===== config.mk =====
export PLATFORM = sky130hd
export DESIGN_NAME = bit_serial_multiplier
export DESIGN_NICKNAME = d
export VERILOG_FILES = /design/src/rtl/bit_serial_multiplier.sv
export SDC_FILE = /design/constraint.sdc
export NUM_CORES = 1
export LEC_CHECK = 0
export ABC_AREA = 0
export CORE_AREA = 2 2 69 71
export CTS_BUF_LIST = sky130_fd_sc_hd__clkbuf_4
export DETAILED_ROUTE_END_ITERATION = 16
export DIE_AREA = 0 0 71 73
export HOLD_SLACK_MARGIN = 0.1
export SLEW_MARGIN = 20
export SYNTH_ARGS = -nofsm -noshare
export SYNTH_HDL_FRONTEND = slang
export SYNTH_SLANG_ARGS = --single-unit

===== constraint.sdc =====
create_clock -name clk -period 9.1 [get_ports clk]
set_input_delay 1.365 -clock clk [delete_from_list [all_inputs] [get_ports clk]]
set_output_delay 1.365 -clock clk [all_outputs]
set_load 0.03 [all_outputs]

===== src/rtl/bit_serial_multiplier.sv =====
// LSB-first bit-serial multiplier: one product bit per clock, exact modulo 2^K.
// A word starts on first_bit; last_bit without first_bit idles and clears the datapath.
module bit_serial_multiplier #(
    parameter int unsigned K = 7
) (
    input  logic clk,
    input  logic reset,
    input  logic x,
    input  logic y,
    input  logic first_bit,
    input  logic last_bit,
    output logic p
);

    localparam int unsigned IW = $clog2(K) + 1;
    localparam int unsigned SW = K + 2;

    logic [K-1:0]  xs;
    logic [K-1:0]  ys;
    logic [K:0]    acc;
    logic [IW-1:0] idx;

    logic [IW-1:0] idx_c;
    logic [K-1:0]  xs_c;
    logic [K-1:0]  ys_c;
    logic [K:0]    acc_c;
    logic [K-1:0]  mask_c;
    logic [K-1:0]  xbit_c;
    logic [K-1:0]  ybit_c;
    logic [K-1:0]  xterm_c;
    logic [K-1:0]  yterm_c;
    logic [SW-1:0] sum_c;
    logic          active_c;

    // One step of the serial partial-product sum, weights relative to 2^idx
    always_comb begin
        idx_c    = first_bit ? '0 : idx;
        xs_c     = first_bit ? '0 : xs;
        ys_c     = first_bit ? '0 : ys;
        acc_c    = first_bit ? '0 : acc;
        active_c = (idx_c < IW'(K));
        mask_c   = (K'(1) << idx_c) - K'(1);
        xbit_c   = K'(x) << idx_c;
        ybit_c   = K'(y) << idx_c;
        xterm_c  = x ? ((ys_c & mask_c) | ybit_c) : '0;
        yterm_c  = y ? (xs_c & mask_c) : '0;
        sum_c    = SW'(acc_c) + SW'(xterm_c) + SW'(yterm_c);
    end

    // Datapath state; bit steps past K-1 emit zeros and hold the operands
    always_ff @(posedge clk or posedge reset) begin
        if (reset) begin
            xs  <= '0;
            ys  <= '0;
            acc <= '0;
            idx <= '0;
            p   <= 1'b0;
        end else if (first_bit || !last_bit) begin
            if (active_c) begin
                p   <= sum_c[0];
                acc <= sum_c[SW-1:1];
                xs  <= xs_c | xbit_c;
                ys  <= ys_c | ybit_c;
                idx <= idx_c + IW'(1);
            end else begin
                p <= 1'b0;
            end
        end else begin
            xs  <= '0;
            ys  <= '0;
            acc <= '0;
            idx <= '0;
            p   <= 1'b0;
        end
    end

endmodule


==> results of run 1 <==
routing by layer:
layer	up-vias	wire, um	track usage [%]
met4	0	73	5.66
met1	779	2240	27.9
met2	28	2060	30.7
met3	7	94	1.80
li1	780	-	-
met5	-	0	0
power breakdown:
group / switching (mW) / internal (mW) / leakage (nW)
Combinational: 0.0212 / 0.0124 / 0.575
Sequential: 0.00460 / 0.124 / 0.369
Clock: 0.0377 / 0.0202 / 0.0184
layout make-up:
class                      count  share of cell area (%)
multi-input combinational    163                    55.9
sequential                    27                    32.3
timing repair buffer           8                    3.59
inverter                      20                    3.59
tap                           54                    3.23
clock buffer                   4                    1.43
cell families (layout without fill, tap and decap cells):
group | count (synthesis) | count (layout)
muxes | 1 | 1
buffers and inverters | 31 | 32
DFF | 27 | 27
xor gates and xnor gates | 6 | 6
adders and majority gates | 17 | 17
AOI/OAI and AO/OA | 53 | 53
and+or+nand+nor | 86 | 86
registers in the layout, indices dropped and copies added, names as in the netlist:
name and count:
acc 8, idx 4, p 1, xs 7, ys 7
worst paths after layout:
path | start | end | slack (ns) | depth (start not counted)
setup / recovery | first_bit | acc[6]$_DFFE_PP0P_ | 4.09 | 14
hold / removal | xs[0]$_DFFE_PP0P_ | xs[0]$_DFFE_PP0P_ | 0.50 | 2
setup reg to reg | idx[3]$_DFFE_PP0P_ | acc[6]$_DFFE_PP0P_ | 4.80 | 13
hold reg to reg | xs[0]$_DFFE_PP0P_ | xs[0]$_DFFE_PP0P_ | 0.50 | 2
max in group asynchronous | reset | acc[0]$_DFFE_PP0P_ | 7.32 | 2
min in group asynchronous | reset | acc[2]$_DFFE_PP0P_ | 1.37 | 2
worst max-delay path, cell delays in order:
cell	delay (ns)
sky130_fd_sc_hd__clkdlybuf4s50_1	0.39
sky130_fd_sc_hd__buf_4	0.23
sky130_fd_sc_hd__or3_1	0.46
sky130_fd_sc_hd__ha_1	0.30
sky130_fd_sc_hd__a2111oi_2	0.36
sky130_fd_sc_hd__nand4bb_1	0.18
sky130_fd_sc_hd__o211ai_1	0.13
sky130_fd_sc_hd__fa_1	0.53
sky130_fd_sc_hd__inv_1	0.04
sky130_fd_sc_hd__ha_1	0.36
sky130_fd_sc_hd__and3_1	0.22
sky130_fd_sc_hd__a2111oi_2	0.40
sky130_fd_sc_hd__xnor2_1	0.10
sky130_fd_sc_hd__a22o_1	0.20
through the flow:
step / util, % / instances / hold slack, ns / power (mW)
5_1_grt: 46.2 / 276 / 0.524 / 0.232
2_1_floorplan: - / 221 / 0.442 / 0.154
6_report: 46.2 / 276 / 0.503 / 0.220
3_5_place_dp: 45.5 / 272 / 0.476 / 0.164
3_3_place_gp: 45.5 / 272 / 0.468 / 0.164
4_1_cts: 46.2 / 276 / 0.510 / 0.222
cell usage in the layout (no fill, tap or decap), types with 2 or more instances in the layout:
| cell type | n |
|---|---|
| sky130_fd_sc_hd__nor2b_1 | 6 |
| sky130_fd_sc_hd__nand2_1 | 23 |
| sky130_fd_sc_hd__clkdlybuf4s50_1 | 6 |
| sky130_fd_sc_hd__or3b_1 | 2 |
| sky130_fd_sc_hd__a31oi_1 | 2 |
| sky130_fd_sc_hd__nand3b_1 | 3 |
| sky130_fd_sc_hd__a2bb2oi_1 | 2 |
| sky130_fd_sc_hd__and3_1 | 4 |
| sky130_fd_sc_hd__o21ai_0 | 16 |
| sky130_fd_sc_hd__nand2b_1 | 8 |
| sky130_fd_sc_hd__o2111ai_1 | 2 |
| sky130_fd_sc_hd__a22o_1 | 5 |
| sky130_fd_sc_hd__clkbuf_4 | 4 |
| sky130_fd_sc_hd__inv_1 | 19 |
| sky130_fd_sc_hd__o211ai_1 | 3 |
| sky130_fd_sc_hd__buf_4 | 2 |
| sky130_fd_sc_hd__a21o_1 | 2 |
| sky130_fd_sc_hd__or3_1 | 3 |
| sky130_fd_sc_hd__fa_1 | 8 |
| sky130_fd_sc_hd__nand3_1 | 8 |
| sky130_fd_sc_hd__or2_2 | 2 |
| sky130_fd_sc_hd__nor4_1 | 3 |
| sky130_fd_sc_hd__ha_1 | 9 |
| sky130_fd_sc_hd__nor2_1 | 15 |
| sky130_fd_sc_hd__o221ai_1 | 2 |
| sky130_fd_sc_hd__nor3_1 | 4 |
| sky130_fd_sc_hd__a21oi_1 | 5 |
| sky130_fd_sc_hd__xnor2_1 | 3 |
| sky130_fd_sc_hd__xor2_1 | 3 |
| sky130_fd_sc_hd__a32o_1 | 4 |
| sky130_fd_sc_hd__a2111oi_2 | 2 |
| sky130_fd_sc_hd__dfrtp_1 | 27 |
==> qor.log, run 1 <==
[power_and_ir_drop] leakage power 0.963 nW
[synthesis] number of warnings printed during yosys synthesis 0
[synthesis] Yosys reg bits 27
[sta] count of final setup violators 0
[synthesis] cells taking the most area after synthesis sky130_fd_sc_hd__dfrtp_1 34%, sky130_fd_sc_hd__fa_1 8.1%, sky130_fd_sc_hd__ha_1 5.7%
[clocking] total of cells resized after clock tree synthesis 0
[final_layout] synth-to-layout area growth 6.09%
[synthesis] top cells by instance count after synthesis 27 x sky130_fd_sc_hd__dfrtp_1, 23 x sky130_fd_sc_hd__nand2_1, 20 x sky130_fd_sc_hd__inv_1
[placed_design] pre-CTS setup slack 3.72 ns
[sta] max frequency 200 MHz
[die] effective utilization at floorplan 43.5%
[synthesis] adder and majority cell fraction of the synthesized area 13.8%
[placed_design] Detail Placement HPWL 3.19 mm
[placed_design] placement-stage cell area 2060 um^2
[clocking] post-CTS setup buffer count 0
[drt] first-pass detailed-route iteration total 5
[sta] clk_skew 0.00940 ns
[final_layout] total non-filler cell area in the finished layout 2090 um^2
[critical_path] top fanout value on the critical path 32
[synthesis] multiplexer area fraction after synthesis 0.507%
[synthesis] most numerous cell in the Yosys netlist sky130_fd_sc_hd__dfrtp_1
[sta] Min Clock Period, post-route 5.01 ns
[synthesis] parity-gate share of the synthesized area counting xor and xnor cells 2.66%
[sta] final max-slew violation count 0
[drt] Initial DRC Count 77
[critical_path] Worst EP required 9.35 ns
[drt] via count 1,594
[synthesis] area share of the largest cell type after synthesis 34.2%
[sta] final hold viol count 0
[synthesis] fraction of synthesis flops using an asynchronous set or reset pin 100%
[placed_design] Placer Congestion 0.933
[synthesis] EDFF count, synth 0
[placed_design] IO Port Bufs 6
[synthesis] post-synthesis net count 244
[drt] drc violations 0
[die] die outline height 73 um
[synthesis] number of distinct library cell variants in the gate-level netlist after synthesis 46
[die] top-level port count 7
[synthesis] area share of and/or/nand/nor cells after synthesis 23.0%
[clocking] Clock Sink Count 27
[final_layout] sequential standard cell area 676 um^2
[power_and_ir_drop] Power per Cell Area 105 nW/um^2
[run] number of violations of the max-capacitance limit 0
[clocking] maximum buffer depth of the clock tree 2
[die] area of the die 5180 um^2
[clocking] number of clock buffers inserted by TritonCTS 3
[status] status complete, no violations
[global_route] wire length of the first global-routing pass 7.86 mm
[critical_path] startpoint type of the worst setup path input pin
[sta] Slew Limit Headroom 34.1%
[global_route] vias in the first global route 1,619
[synthesis] Mapped Avg Cell Area 8.93 um^2
[critical_path] Crit Path Category input pin to register
[clocking] clock tree from TritonCTS done
[global_route] GRT Total Usage 19.2%
[die] placeable core region 4540 um^2
[clocking] Clk Tree Root Cell sky130_fd_sc_hd__clkbuf_4
[worst_hold_path] path category of the worst min-delay check register to register
[synthesis] sequential cell area fraction in the yosys report 34.2%
[drt] total wirelength of the detailed-routed design 4.46 mm
[sta] Worst Setup Slack, final 4.09 ns
[global_route] initial antenna violation count 0
[final_layout] fraction of layout cells with a size suffix above 1 5.41%
[clocking] Hold-fix buffers, CTS 0
[critical_path] data arrival at the endpoint of the critical path 5.26 ns
[global_route] maximum number of pins on one net before global-route repair 33
[final_layout] total number of nets in the final design 246
[critical_path] endpoint class of the critical path register
[die] Die X-Extent 71 um
[global_route] overflow left after global routing 0
[clocking] Worst-Skew Late Latency 0.34 ns
[sta] share of the cycle needed by the critical path after routing 55.0%
[final_layout] area used by multi-input combinational logic 1170 um^2
[clocking] H-tree levels 1
[synthesis] cell taking the most area after synthesis sky130_fd_sc_hd__dfrtp_1
[clocking] clock edge transition at the registers on the reported setup and hold paths 0.15 ns
[drt] Detail Route Antenna Nets 0
[power_and_ir_drop] maximum vdd ir drop 50.6 uV
[die] cell row count 25
[synthesis] synthesized area 1970 um^2
[final_layout] total of fill cells in the finished design 422
[sta] RSZ-0062 raised after global routing false
[synthesis] compound-cell area share of the yosys netlist 19.3%
[sta] actual transition at the worst max-transition pin 0.984 ns
[synthesis] dominant combinational cell family by area after synthesis simple AND/OR/NAND/NOR gates
[drt] mean number of vias per cell 5.78
[final_layout] final antenna diode count 0
[sta] final sum of negative setup slack 0 ns
[synthesis] Post-Syn Instances 221
[drt] routed wire length per instance 16.2 um
[synthesis] top_reg_cell synth sky130_fd_sc_hd__dfrtp_1
No activity file was read; power rests on OpenSTA's default activity.
==> inputs of run 2 (changes only) <==
==> constraint.sdc (replaced) <==
create_clock -name clk -period 5 [get_ports clk]
set_input_delay 0.75 -clock clk [delete_from_list [all_inputs] [get_ports clk]]
set_output_delay 0.75 -clock clk [all_outputs]
set_load 0.03 [all_outputs]
==> qor.log, run 2 (synthesis results as in run 1) <==
[clocking] clock edge transition at the registers on the reported setup and hold paths 0.17 ns
[final_layout] final antenna diode count 0
[critical_path] Worst EP required 5.25 ns
[global_route] maximum number of pins on one net before global-route repair 28
[power_and_ir_drop] leakage power 0.993 nW
[clocking] clock tree from TritonCTS done
[global_route] GRT Total Usage 19.9%
[die] die outline height 73 um
[final_layout] biggest registers after layout acc (8), xs (7), ys (7)
[critical_path] count of buffer and inverter cells on the critical path 1
[global_route] initial antenna violation count 0
[placed_design] pre-CTS setup slack 0.388 ns
[final_layout] synth-to-layout area growth 8.24%
[clocking] Worst-Skew Late Latency 0.35 ns
[die] cell row count 25
[sta] share of the cycle needed by the critical path after routing 85.3%
[die] Die X-Extent 71 um
[critical_path] startpoint type of the worst setup path register
[critical_path] cell class contributing the biggest share of worst-path delay simple AND/OR/NAND/NOR gates
[critical_path] endpoint class of the critical path register
[final_layout] most frequent cells in the layout 27 x sky130_fd_sc_hd__dfrtp_1, 23 x sky130_fd_sc_hd__nand2_1, 19 x sky130_fd_sc_hd__inv_1
[power_and_ir_drop] total power of the final layout 0.403 mW
[status] status complete, no violations
[clocking] Clock Sink Count 27
[critical_path] Crit Path Category register to register
[clocking] number of clock buffers inserted by TritonCTS 3
[drt] Initial DRC Count 45
[final_layout] commonest non-fill, non-tap cell in the layout sky130_fd_sc_hd__dfrtp_1
[clocking] H-tree levels 1
[critical_path] highest cell delay on the worst timing path 0.57 ns
[final_layout] total non-filler cell area in the finished layout 2140 um^2
[final_layout] number of flip-flops in the largest register 8
[sta] Min Clock Period, post-route 4.27 ns
[power_and_ir_drop] Power per Cell Area 189 nW/um^2
[drt] Detail Route Antenna Nets 0
[sta] final sum of negative setup slack 0 ns
[placed_design] Placer Congestion 0.966
[run] number of violations of the max-capacitance limit 0
[worst_hold_path] path category of the worst min-delay check register to register
[clocking] Clk Tree Root Cell sky130_fd_sc_hd__clkbuf_4
[global_route] wire length of the first global-routing pass 8.00 mm
[clocking] total of cells resized after clock tree synthesis 0
[sta] RSZ-0062 raised after global routing false
[drt] drc violations 0
[placed_design] Cell Count Post-Placement 278
[placed_design] Detail Placement HPWL 3.40 mm
[drt] routed wire length per instance 16.4 um
[die] top-level port count 7
[drt] via count 1,613
[critical_path] data arrival at the endpoint of the critical path 4.52 ns
[clocking] maximum buffer depth of the clock tree 2
[global_route] vias in the first global route 1,553
[sta] final hold viol count 0
[critical_path] Critical Path, Cell by Cell or3b_1, or3_1, ha_1, a2111oi_2, nand4bb_1, o211ai_1, fa_1, inv_1, ha_1, and3_1, a2111oi_2, xnor2_1, a22o_1
[drt] mean number of vias per cell 5.72
[final_layout] fraction of layout cells with a size suffix above 1 7.89%
[sta] Slew Limit Headroom 50.5%
[final_layout] number of non-filler instances in the completed layout 282
[final_layout] total number of nets in the final design 252
[power_and_ir_drop] maximum vdd ir drop 89.5 uV
[sta] max frequency 234 MHz
[sta] Worst Setup Slack, final 0.733 ns
[die] area of the die 5180 um^2
[drt] total wirelength of the detailed-routed design 4.63 mm
[final_layout] most flop-heavy register acc
[die] effective utilization at floorplan 43.5%
[sta] clk_skew 0.00968 ns
[die] placeable core region 4540 um^2
[placed_design] IO Port Bufs 6
[placed_design] placement-stage cell area 2110 um^2
[sta] actual transition at the worst max-transition pin 0.742 ns
[global_route] overflow left after global routing 0
[drt] first-pass detailed-route iteration total 4
[critical_path] top fanout value on the critical path 14
[critical_path] slowest CP cell sky130_fd_sc_hd__dfrtp_1
[clocking] post-CTS setup buffer count 0
[sta] count of final setup violators 0
[sta] final max-slew violation count 0
[clocking] Hold-fix buffers, CTS 0
-- run 2: metal layers --
layer / global-route usage [%] / vias to the layer above / part of all wire (%)
li1: - / 795 / -
met5: 0 / - / 0
met3: 2.07 / 8 / 2.9
met4: 6.50 / 0 / 2.1
met1: 29.6 / 785 / 50
met2: 30.4 / 25 / 45
-- run 2: final timing paths --
| check | from | end | slack (ns) | depth (start not counted) |
|---|---|---|---|---|
| max | idx[1]$_DFFE_PP0P_ | acc[6]$_DFFE_PP0P_ | 0.73 | 13 |
| min | ys[0]$_DFFE_PP0P_ | ys[0]$_DFFE_PP0P_ | 0.50 | 2 |
| max reg2reg | idx[1]$_DFFE_PP0P_ | acc[6]$_DFFE_PP0P_ | 0.73 | 13 |
| min reg2reg | ys[0]$_DFFE_PP0P_ | ys[0]$_DFFE_PP0P_ | 0.50 | 2 |
| max in group asynchronous | reset | idx[3]$_DFFE_PP0P_ | 3.85 | 2 |
| min in group asynchronous | reset | xs[0]$_DFFE_PP0P_ | 0.76 | 2 |
-- run 2: per-stage QoR --
stage / utilization [%] / hold WS (ns)
after CTS: 47.1 / 0.508
after global routing: 47.1 / 0.530
after detailed placement: 46.5 / 0.471
after floorplan: - / 0.442
final: 47.1 / 0.500
after global placement: 46.5 / 0.466
-- run 2: area by class of cell --
type,instances,area (um^2)
Clock buffer,3,22.5
Clock inverter,1,5.00
Fill cell,428,2400
Inverter,20,75.1
Multi-Input combinational cell,163,1170
Sequential cell,27,676
Tap cell,54,67.6
Timing Repair Buffer,14,120
-- run 2: power by group --
| part | total (mW) | switching [mW] | internal (mW) | leakage, nW |
|---|---|---|---|---|
| clock | 0.104 | 0.0742 | 0.0302 | 0.0177 |
| sequential | 0.231 | 0.00598 | 0.225 | 0.369 |
| combinational | 0.0678 | 0.0418 | 0.0260 | 0.606 |
| total | 0.403 | 0.122 | 0.281 | 0.993 |
-- run 2: tightest hold or removal path, stage by stage (launching register included) --
cell and delay, ns:
sky130_fd_sc_hd__dfrtp_1 0.38, sky130_fd_sc_hd__nand2_1 0.04, sky130_fd_sc_hd__o21ai_0 0.06
